[src/rtl/barrett_modmul_ctrl_64b_pkg.sv]
// Shared types and constants for the Barrett modular-multiply sequencer.
package barrett_modmul_ctrl_64b_pkg;

  localparam int DW      = 64;
  localparam int PW      = 128;
  localparam int MUL_LAT = 3;

  typedef enum logic [2:0] {
    S_IDLE   = 3'd0,
    S_MUL_X  = 3'd1,
    S_MUL_Q  = 3'd2,
    S_MUL_QM = 3'd3,
    S_CORR1  = 3'd4,
    S_CORR2  = 3'd5,
    S_DONE   = 3'd6
  } state_e;

  function automatic bit barrett_k_ok(input int k);
    return (k >= 8) && (k <= 63);
  endfunction

endpackage

[src/rtl/barrett_cond_sub.sv]
// Barrett final correction step: one conditional subtraction of the modulus.
module barrett_cond_sub #(
  parameter int W = 64
) (
  input  logic [W-1:0] i_r,
  input  logic [W-1:0] i_m,
  output logic [W-1:0] o_r
);

  assign o_r = (i_r >= i_m) ? (i_r - i_m) : i_r;

endmodule

[src/rtl/barrett_modmul_ctrl_64b.sv]
// (A*B) mod M sequencer: drives one shared pipelined multiplier through the
// three Barrett products, then applies two fixed correction cycles.
module barrett_modmul_ctrl_64b
  import barrett_modmul_ctrl_64b_pkg::*;
#(
  parameter int K       = 63,
  parameter int MUL_LAT = barrett_modmul_ctrl_64b_pkg::MUL_LAT
) (
  input  logic          iClk,
  input  logic          iRstN,
  input  logic          iClr,
  input  logic          iValid,
  output logic          oReady,
  input  logic [63:0]   iDataA,
  input  logic [63:0]   iDataB,
  input  logic [63:0]   iMod,
  input  logic [63:0]   iMu,
  output logic          oValid,
  input  logic          iReady,
  output logic [63:0]   oData,
  output logic          oBusy,
  output logic          oMulEn,
  output logic          oMulClr,
  output logic [63:0]   oMulData0,
  output logic [63:0]   oMulData1,
  input  logic [127:0]  iMulData
);

  localparam int RW = K + 1;
  localparam int XW = 2 * K;
  localparam int CW = $clog2(MUL_LAT + 1);

  if (!barrett_k_ok(K) || (MUL_LAT < 1)) begin : g_param_err
    $error("barrett_modmul_ctrl_64b: unsupported K or MUL_LAT");
  end

  state_e          r_state, w_next;
  logic [CW-1:0]   r_cnt;
  logic [DW-1:0]   r_a, r_b, r_m, r_mu;
  logic [XW-1:0]   r_x;
  logic [RW-1:0]   r_q3, r_r, w_sub;
  logic            w_flush, w_mul, w_cnt_last;
  logic            w_unused;

  assign w_flush    = !iRstN || iClr;
  assign w_mul      = (r_state == S_MUL_X) || (r_state == S_MUL_Q) || (r_state == S_MUL_QM);
  assign w_cnt_last = (r_cnt == CW'(MUL_LAT));
  assign oMulClr    = w_flush;
  // Product bits above 2K+1 are irrelevant for small K.
  assign w_unused   = ^iMulData;

  barrett_cond_sub #(.W(RW)) u_cond_sub (
    .i_r (r_r),
    .i_m (r_m[RW-1:0]),
    .o_r (w_sub)
  );

  always_ff @(posedge iClk) begin
    if (!iRstN) r_state <= S_IDLE;
    else        r_state <= w_next;
  end

  always_comb begin
    w_next = r_state;
    case (r_state)
      S_IDLE:   if (iValid)     w_next = S_MUL_X;
      S_MUL_X:  if (w_cnt_last) w_next = S_MUL_Q;
      S_MUL_Q:  if (w_cnt_last) w_next = S_MUL_QM;
      S_MUL_QM: if (w_cnt_last) w_next = S_CORR1;
      S_CORR1:                  w_next = S_CORR2;
      S_CORR2:                  w_next = S_DONE;
      S_DONE:   if (iReady)     w_next = S_IDLE;
      default:                  w_next = S_IDLE;
    endcase
    if (iClr) w_next = S_IDLE;
  end

  // Products are taken on the last count of each multiply, once the
  // operands sampled on the first count have left the pipeline.
  always_ff @(posedge iClk) begin
    if (w_flush) begin
      r_cnt <= '0;
      r_a   <= '0;
      r_b   <= '0;
      r_m   <= '0;
      r_mu  <= '0;
      r_x   <= '0;
      r_q3  <= '0;
      r_r   <= '0;
    end else begin
      r_cnt <= (w_mul && !w_cnt_last) ? r_cnt + CW'(1) : '0;
      case (r_state)
        S_IDLE: if (iValid) begin
          r_a  <= iDataA;
          r_b  <= iDataB;
          r_m  <= iMod;
          r_mu <= iMu;
        end
        S_MUL_X:  if (w_cnt_last) r_x  <= iMulData[XW-1:0];
        S_MUL_Q:  if (w_cnt_last) r_q3 <= iMulData[2*K+1:K+1];
        S_MUL_QM: if (w_cnt_last) r_r  <= r_x[RW-1:0] - iMulData[RW-1:0];
        S_CORR1, S_CORR2:         r_r  <= w_sub;
        default: ;
      endcase
    end
  end

  always_comb begin
    oReady    = 1'b0;
    oBusy     = 1'b1;
    oValid    = 1'b0;
    oData     = '0;
    oMulEn    = 1'b0;
    oMulData0 = '0;
    oMulData1 = '0;
    case (r_state)
      S_IDLE: begin
        oReady = 1'b1;
        oBusy  = 1'b0;
      end
      S_MUL_X: begin
        oMulEn    = 1'b1;
        oMulData0 = r_a;
        oMulData1 = r_b;
      end
      S_MUL_Q: begin
        oMulEn    = 1'b1;
        oMulData0 = DW'(r_x[XW-1:K-1]);
        oMulData1 = r_mu;
      end
      S_MUL_QM: begin
        oMulEn    = 1'b1;
        oMulData0 = DW'(r_q3);
        oMulData1 = r_m;
      end
      S_DONE: begin
        oValid = 1'b1;
        oData  = DW'(r_r);
      end
      default: ;
    endcase
  end

endmodule

[config.mk]
export PLATFORM = sky130hd
export DESIGN_NAME = barrett_modmul_ctrl_64b
export DESIGN_NICKNAME = d
export VERILOG_FILES = /design/src/rtl/barrett_modmul_ctrl_64b_pkg.sv /design/src/rtl/barrett_cond_sub.sv /design/src/rtl/barrett_modmul_ctrl_64b.sv
export SDC_FILE = /design/constraint.sdc
export NUM_CORES = 2
export LEC_CHECK = 0
export CAP_MARGIN = 25
export CORE_MARGIN = 3
export CORE_UTILIZATION = 30
export DETAILED_ROUTE_END_ITERATION = 8
export PLACE_DENSITY = 0.48
export SLEW_MARGIN = 10
export SYNTH_ARGS = -nofsm -noshare
export SYNTH_HDL_FRONTEND = slang
export SYNTH_SLANG_ARGS = --single-unit
export TNS_END_PERCENT = 1
[constraint.sdc]
create_clock -name iClk -period 4 [get_ports iClk]
set_input_delay 0.8 -clock iClk [delete_from_list [all_inputs] [get_ports iClk]]
set_output_delay 0.8 -clock iClk [all_outputs]
set_load 0.03 [all_outputs]
== Word-level counts from Yosys, hierarchy flattened ==
Cells that the tools add are included.
Operators by class
  shift-type cells: 0
  equality and inequality tests: 13
  add/sub/neg operators: 3
  bitwise operators: 2
  multiply operators: 0
  order comparisons: 1
  reductions and logical operators: 17
  muxes and demuxes: 16
  divide/modulo/power cells: 0
Operators by type and width (number)
  case mux 64 bit (3 select lines): 2
  2-to-1 mux 64 bit: 3
  case mux 64 bit (2 select lines): 1
  subtractor 64 bit: 2
  >= comparator 64 bit: 1
  case mux 3 bit (7 select lines): 1
  2-to-1 mux 3 bit: 5
  inequality test 2 bit (second input constant): 5
  equality test 3 bit (second input constant): 3
  equality test 3 x 2 -> 1 bit (second input constant): 2
  AND reduction 2 bit: 3
  OR reduction 2 bit: 3
  AND reduction 5 bit: 1
  2-to-1 mux 1 bit: 4
  equality test 3 x 1 -> 1 bit (second input constant): 1
  logical NOT 3 bit: 1
  logical OR 1 bit: 3
  AND reduction 3 bit: 1
  OR reduction 3 bit: 1
  adder 2 x 1 -> 2 bit (second input constant): 1
  equality test 2 bit (second input constant): 1
  logical NOT 1 bit: 2
  inequality test 2 x 1 -> 1 bit (second input constant): 1
  NOT 1 bit: 2
  2 further kinds: 2
Word-level totals
  output and inout bits: 197
  ROM bits: 0
  RAM bits: 0
  memories: 0
  bits of input ports: 389
  latch bits: 0
  register bits: 515

== Longest topological paths before layout ==
  depth in word-level cells: 6
  mapped depth: 16

== Cells and area by module ==
From an unflattened synthesis, not the netlist that was laid out.
Unflattened totals
  cell total of the unflattened synthesis: 4263
  area, all modules: 30713.2 um^2
Modules (own cells, without submodules)
  barrett_modmul_ctrl_64b: times used 1, area each 25714.7 um^2, cells an instance 3470, sequential area each 10309.9 um^2
  barrett_cond_sub: times used 1, area each 4998.5 um^2, cells an instance 793, sequential area each 0.0 um^2

== Worst setup path before layout ==
No wires, ideal clock.
  path kind: in2reg
  from: input iMulData[0]
  to: register r_r[56]
  setup time: 0.134 ns
  data arrival time: 3.368 ns
  path slack: 0.499 ns
  stages: 14
  buffers on the path: 0
  cell sequence: ha_1 inv_1 fa_1 a21o_1 nand4_1 a21oi_1 nor3_1 o211ai_1 a31oi_1 o211ai_1 or3b_1 a31o_1 o211ai_1 a21oi_1
On the way
  cells in the longest elaborated chain, start to end: 3
Ends and longest elaborated chain
  from (decl): RTL line barrett_modmul_ctrl_64b.sv:26  | input logic [127:0] iMulData
  subtractor 64 bit: RTL line barrett_modmul_ctrl_64b.sv:101  | S_MUL_QM: if (w_cnt_last) r_r <= r_x[RW-1:0] - iMulData[RW-1:0];
  2-to-1 mux 64 bit: RTL line barrett_modmul_ctrl_64b.sv:101
  case mux 64 bit (2 select lines): RTL line barrett_modmul_ctrl_64b.sv:92  | case (r_state)
  to (signal assigned): RTL line barrett_modmul_ctrl_64b.sv:101
  to (signal assigned): RTL line barrett_modmul_ctrl_64b.sv:102  | S_CORR1, S_CORR2: r_r <= w_sub;
  to (decl): RTL line barrett_modmul_ctrl_64b.sv:41  | logic [RW-1:0] r_q3, r_r, w_sub;
Every way passes these cells. The select of a mux whose other input is x is not followed.
A chain may end at the register's enable or synchronous reset.

== Worst setup path in the final report ==
  from: register r_m[6]
  to: register r_r[62]
On the way
  cells in the longest elaborated chain, start to end: 3
  elaborated cells between the ends (all ways): 6
  those cells by class: add/sub (1); order compare (1); eq/ne (1); mux (2); reduce/logical (1)
Ends and longest elaborated chain
  from (decl): RTL line barrett_modmul_ctrl_64b.sv:39  | logic [DW-1:0] r_a, r_b, r_m, r_mu;
  from (signal assigned): RTL line barrett_modmul_ctrl_64b.sv:96  | r_m <= iMod;
  subtractor 64 bit / >= comparator 64 bit (equally long branches): RTL line barrett_cond_sub.sv:10  | assign o_r = (i_r >= i_m) ? (i_r - i_m) : i_r;
  2-to-1 mux 64 bit / inequality test 2 x 1 -> 1 bit (equally long branches)
  case mux 64 bit (2 select lines) / AND reduction 3 bit (equally long branches)
Several ways; a longest one is shown, not always the timed one. The select of a mux whose other input is x is not followed.

==> run summary <==
clk_lat worst skew -> 620 ps
I/O Buffers -> 585
initial antenna violation count -> 33
Initial Utilization -> 30.56%
WL final -> 125.2 mm
htree depth -> 3
Ports -> 586
number of synthesized flops with an enable pin -> 0
sequential fraction of design power -> 39.6%
clk_skew -> 27.09 ps
Final Setup Violations -> 0
growth of design area from synthesis to finish -> 35.27%
worst-path maximum fanout -> 6
Fin. Hold Viols -> 0
GR Util All Layers -> 23.21%
Register Area -> 10320 um2
Comb pwr share -> 13.6%
fmax -> 262.2 MHz
CTS Buf Count -> 68
synthesized net count -> 4644
Worst EP required -> 4530 ps
Syn Area/Cell -> 7.227 um2
Core Footprint -> 97560 um2
die area -> 103200 um2
WHS Path Cells -> 1
Setup crit start kind -> flop
NetSw -> 3.561 mW
Post-Syn Area -> 29810 um2
first-pass GRT wire length -> 186.1 mm
IR drop worst, VDD -> 0.2784 mV
Async S/R FF share, synth -> 0%
Avg WL per Cell -> 20.77 um
antenna violation net count after detailed routing -> 0
Non-Filler Instances -> 6027
First-pass DRT Iterations -> 6
Sw Share -> 26.75%
hold crit path type -> reg2reg
Clk pwr share -> 46.8%
Post-CTS Setup Bufs -> 0
hpwl dp -> 92.35 mm
Finished Core Util -> 41.33%
Yosys cell types -> 79
Power Density -> 330.1 nW/um2
CP Class -> reg2reg
Int Pwr -> 9.749 mW
number of global-route vias before repair -> 30210
sequential area share after synthesis -> 34.58%
fillers -> 10410
row cnt -> 114
Syn Inst Count -> 4125
CTS tree -> built
vias per inst -> 5.103
share of post-route cells with drive strength above 1 -> 9.645%
yosys warns -> 0
clock root cell -> clkbuf_16
final number of max-transition violations -> 0
MaxCap Viol Count -> 0
Die Ht -> 321.2 um
Bufs on Longest Clock Path -> 3
Reg2Reg Depth -> 16
overall power consumption -> 13.31 mW
dpl cells -> 5881
Worst-path clk slew -> 60 ps
Leak -> 16.12 nW
critical path arrival -> 4340 ps
Seq cells post-synth -> 515
Least-Margin Pin Slew -> 1099 ps
nets -> 5194
RSZ-0062 raised after global routing -> yes
finished layout cell area -> 40320 um2
multi-input logic area -> 17860 um2
dominant synthesized flop cell -> dfxtp_1
Residual DRC -> 0
normalized max-slew margin -> 26.76%
DIE WIDTH -> 321.2 um
TritonCTS Sinks -> 515
Worst Setup End Kind -> flop
maximum number of pins on one net before global-route repair -> 173
DR vias -> 30760
Detailed Route Iter0 Violations -> 1932
Post-Place Worst Slack -> -328.8 ps
Final WS setup -> 186.3 ps
GPL Wtd Cong -> 0.8979
final cycle utilization of the critical path -> 95.34%
aggregate global routing overflow -> 0
run status -> complete, no violations
post-placement cell area -> 37950 um2
Final min period -> 3814 ps
## cells in the mapped netlist, types with 5 or more instances
master,instances,share of area (%)
a211oi_1,32,0.81
a21boi_0,5,0.13
a21o_1,78,2.0
a21oi_1,658,11
a221oi_1,7,0.21
a22oi_1,129,3.2
a311oi_1,5,0.15
a31oi_1,20,0.42
and2_1,7,0.15
and3_1,72,1.5
buf_1,8,0.10
buf_2,7,0.12
clkbuf_1,282,3.6
dfxtp_1,515,35
ha_1,128,5.4
inv_1,168,2.1
mux2_2,128,4.8
mux2i_1,5,0.17
nand2_1,1049,13
nand2b_1,5,0.10
nand3_1,24,0.40
nand4_1,46,0.97
nor2_1,270,3.4
nor2b_1,15,0.31
nor3_1,30,0.50
nor4_1,14,0.29
o211ai_1,11,0.28
o21a_1,28,0.71
o21ai_0,122,2.0
o21ai_1,18,0.30
o21bai_1,24,0.60
o221ai_1,8,0.24
o31ai_1,9,0.23
or3_1,12,0.25
xnor2_1,74,2.2
xor2_1,40,1.2
## power by group through the flow
stage	Combinational (mW)	Clock [mW]	Sequential, mW
final	1.81	6.23	5.27
after global routing	1.97	6.62	5.28
after CTS	1.82	6.43	5.27
after detailed placement	1.81	0	5.38
after global placement	1.82	0	5.38
after floorplan	0.924	0	5.36
## worst paths after layout
| kind | startpoint | to | slack (ps) |
|---|---|---|---|
| setup / recovery | r_m[6] | r_r[62] | 190 |
| hold / removal | r_cnt[0] | r_cnt[0] | 440 |
| setup reg to reg | r_m[6] | r_r[62] | 190 |
| hold reg to reg | r_cnt[0] | r_cnt[0] | 440 |
## repair_timing
action / 4_1_cts / 5_1_grt
hold buffers: 0 / 0
resized for setup: 0 / 10
endpoints found under the setup margin: 0 / 10
## critical path: stages, from the launching register on
cell	delay, ps
dfxtp_1	380
inv_1	110
ha_2	380
o21ai_1	120
a2111oi_4	350
o41ai_2	120
buf_4	150
nand3_2	110
a31oi_4	140
o211ai_4	260
a221oi_2	100
buf_4	160
o41a_1	480
o41ai_2	380
xnor2_1	100
buf_4	150
a221oi_2	240
## logic make-up after synthesis
| family | after synthesis | share of synthesized area, % |
|---|---|---|
| AO/OA/AOI/OAI | 1197 | 23.86 |
| multiplexers | 134 | 5.041 |
| XOR/XNOR | 114 | 3.349 |
| buffers and inverters | 466 | 5.897 |
| flip-flops | 515 | 34.58 |
| AND/OR/NAND/NOR | 1569 | 21.76 |
| adder cells (fa/ha/maj) | 130 | 5.507 |
## sequential cells by signal, summed over array words and instances, names as in the netlist
| register | count |
|---|---|
| r_a | 64 |
| r_cnt | 2 |
| r_m | 64 |
| r_x | 126 |
| r_mu | 64 |
| r_state | 3 |
| r_r | 64 |
| r_q3 | 64 |
| r_b | 64 |
## final cells by class
type                    instances  share of cell area, %
clock inverters                22                 0.7416
diodes                         23                 0.1427
repair buffers                777                  18.81
flip-flops and latches        515                  25.59
well taps                    1276                  3.959
multi-input cells            3144                  44.29
clock buffers                 101                  4.878
inverters                     169                  1.592
## routing by layer
layer	vias up	wire (um)	GRT usage (%)
li1	15310	-	-
met1	14570	49730	26.60
met2	713	64390	42.82
met3	149	7639	5.650
met4	16	3334	6.146
met5	-	103	0
## placed cells by master (no fill, tap or decap), types with 16 or more instances in the layout
cell / synthesis / final
ha_1: 128 / 126
a31oi_1: 20 / 19
and3_1: 72 / 72
a21oi_1: 658 / 658
xnor2_1: 74 / 74
nand2_1: 1049 / 1048
nor2_1: 270 / 270
o21bai_1: 24 / 24
clkdlybuf4s50_1: 0 / 585
mux2_2: 128 / 128
diode_2: 0 / 23
dfxtp_1: 515 / 512
clkbuf_16: 0 / 69
buf_12: 0 / 21
o21ai_1: 18 / 16
a22oi_1: 129 / 129
a21o_1: 78 / 78
a211oi_1: 32 / 31
nand4_1: 46 / 46
nor3_1: 30 / 29
o21a_1: 28 / 28
inv_1: 168 / 168
o21ai_0: 122 / 122
clkbuf_1: 282 / 20
nand3_1: 24 / 24
buf_4: 0 / 169
xor2_1: 40 / 40
## metrics by stage
stage / setup TNS, ps / hold WS [ps]
global placement: -2196 / 418.7
CTS: 0 / 439.0
detailed placement: -2915 / 430.9
global route: -8.266 / 451.9
finish: 0 / 436.4
floorplan: 0 / 408.0
Power figures use the tool's default switching activity.
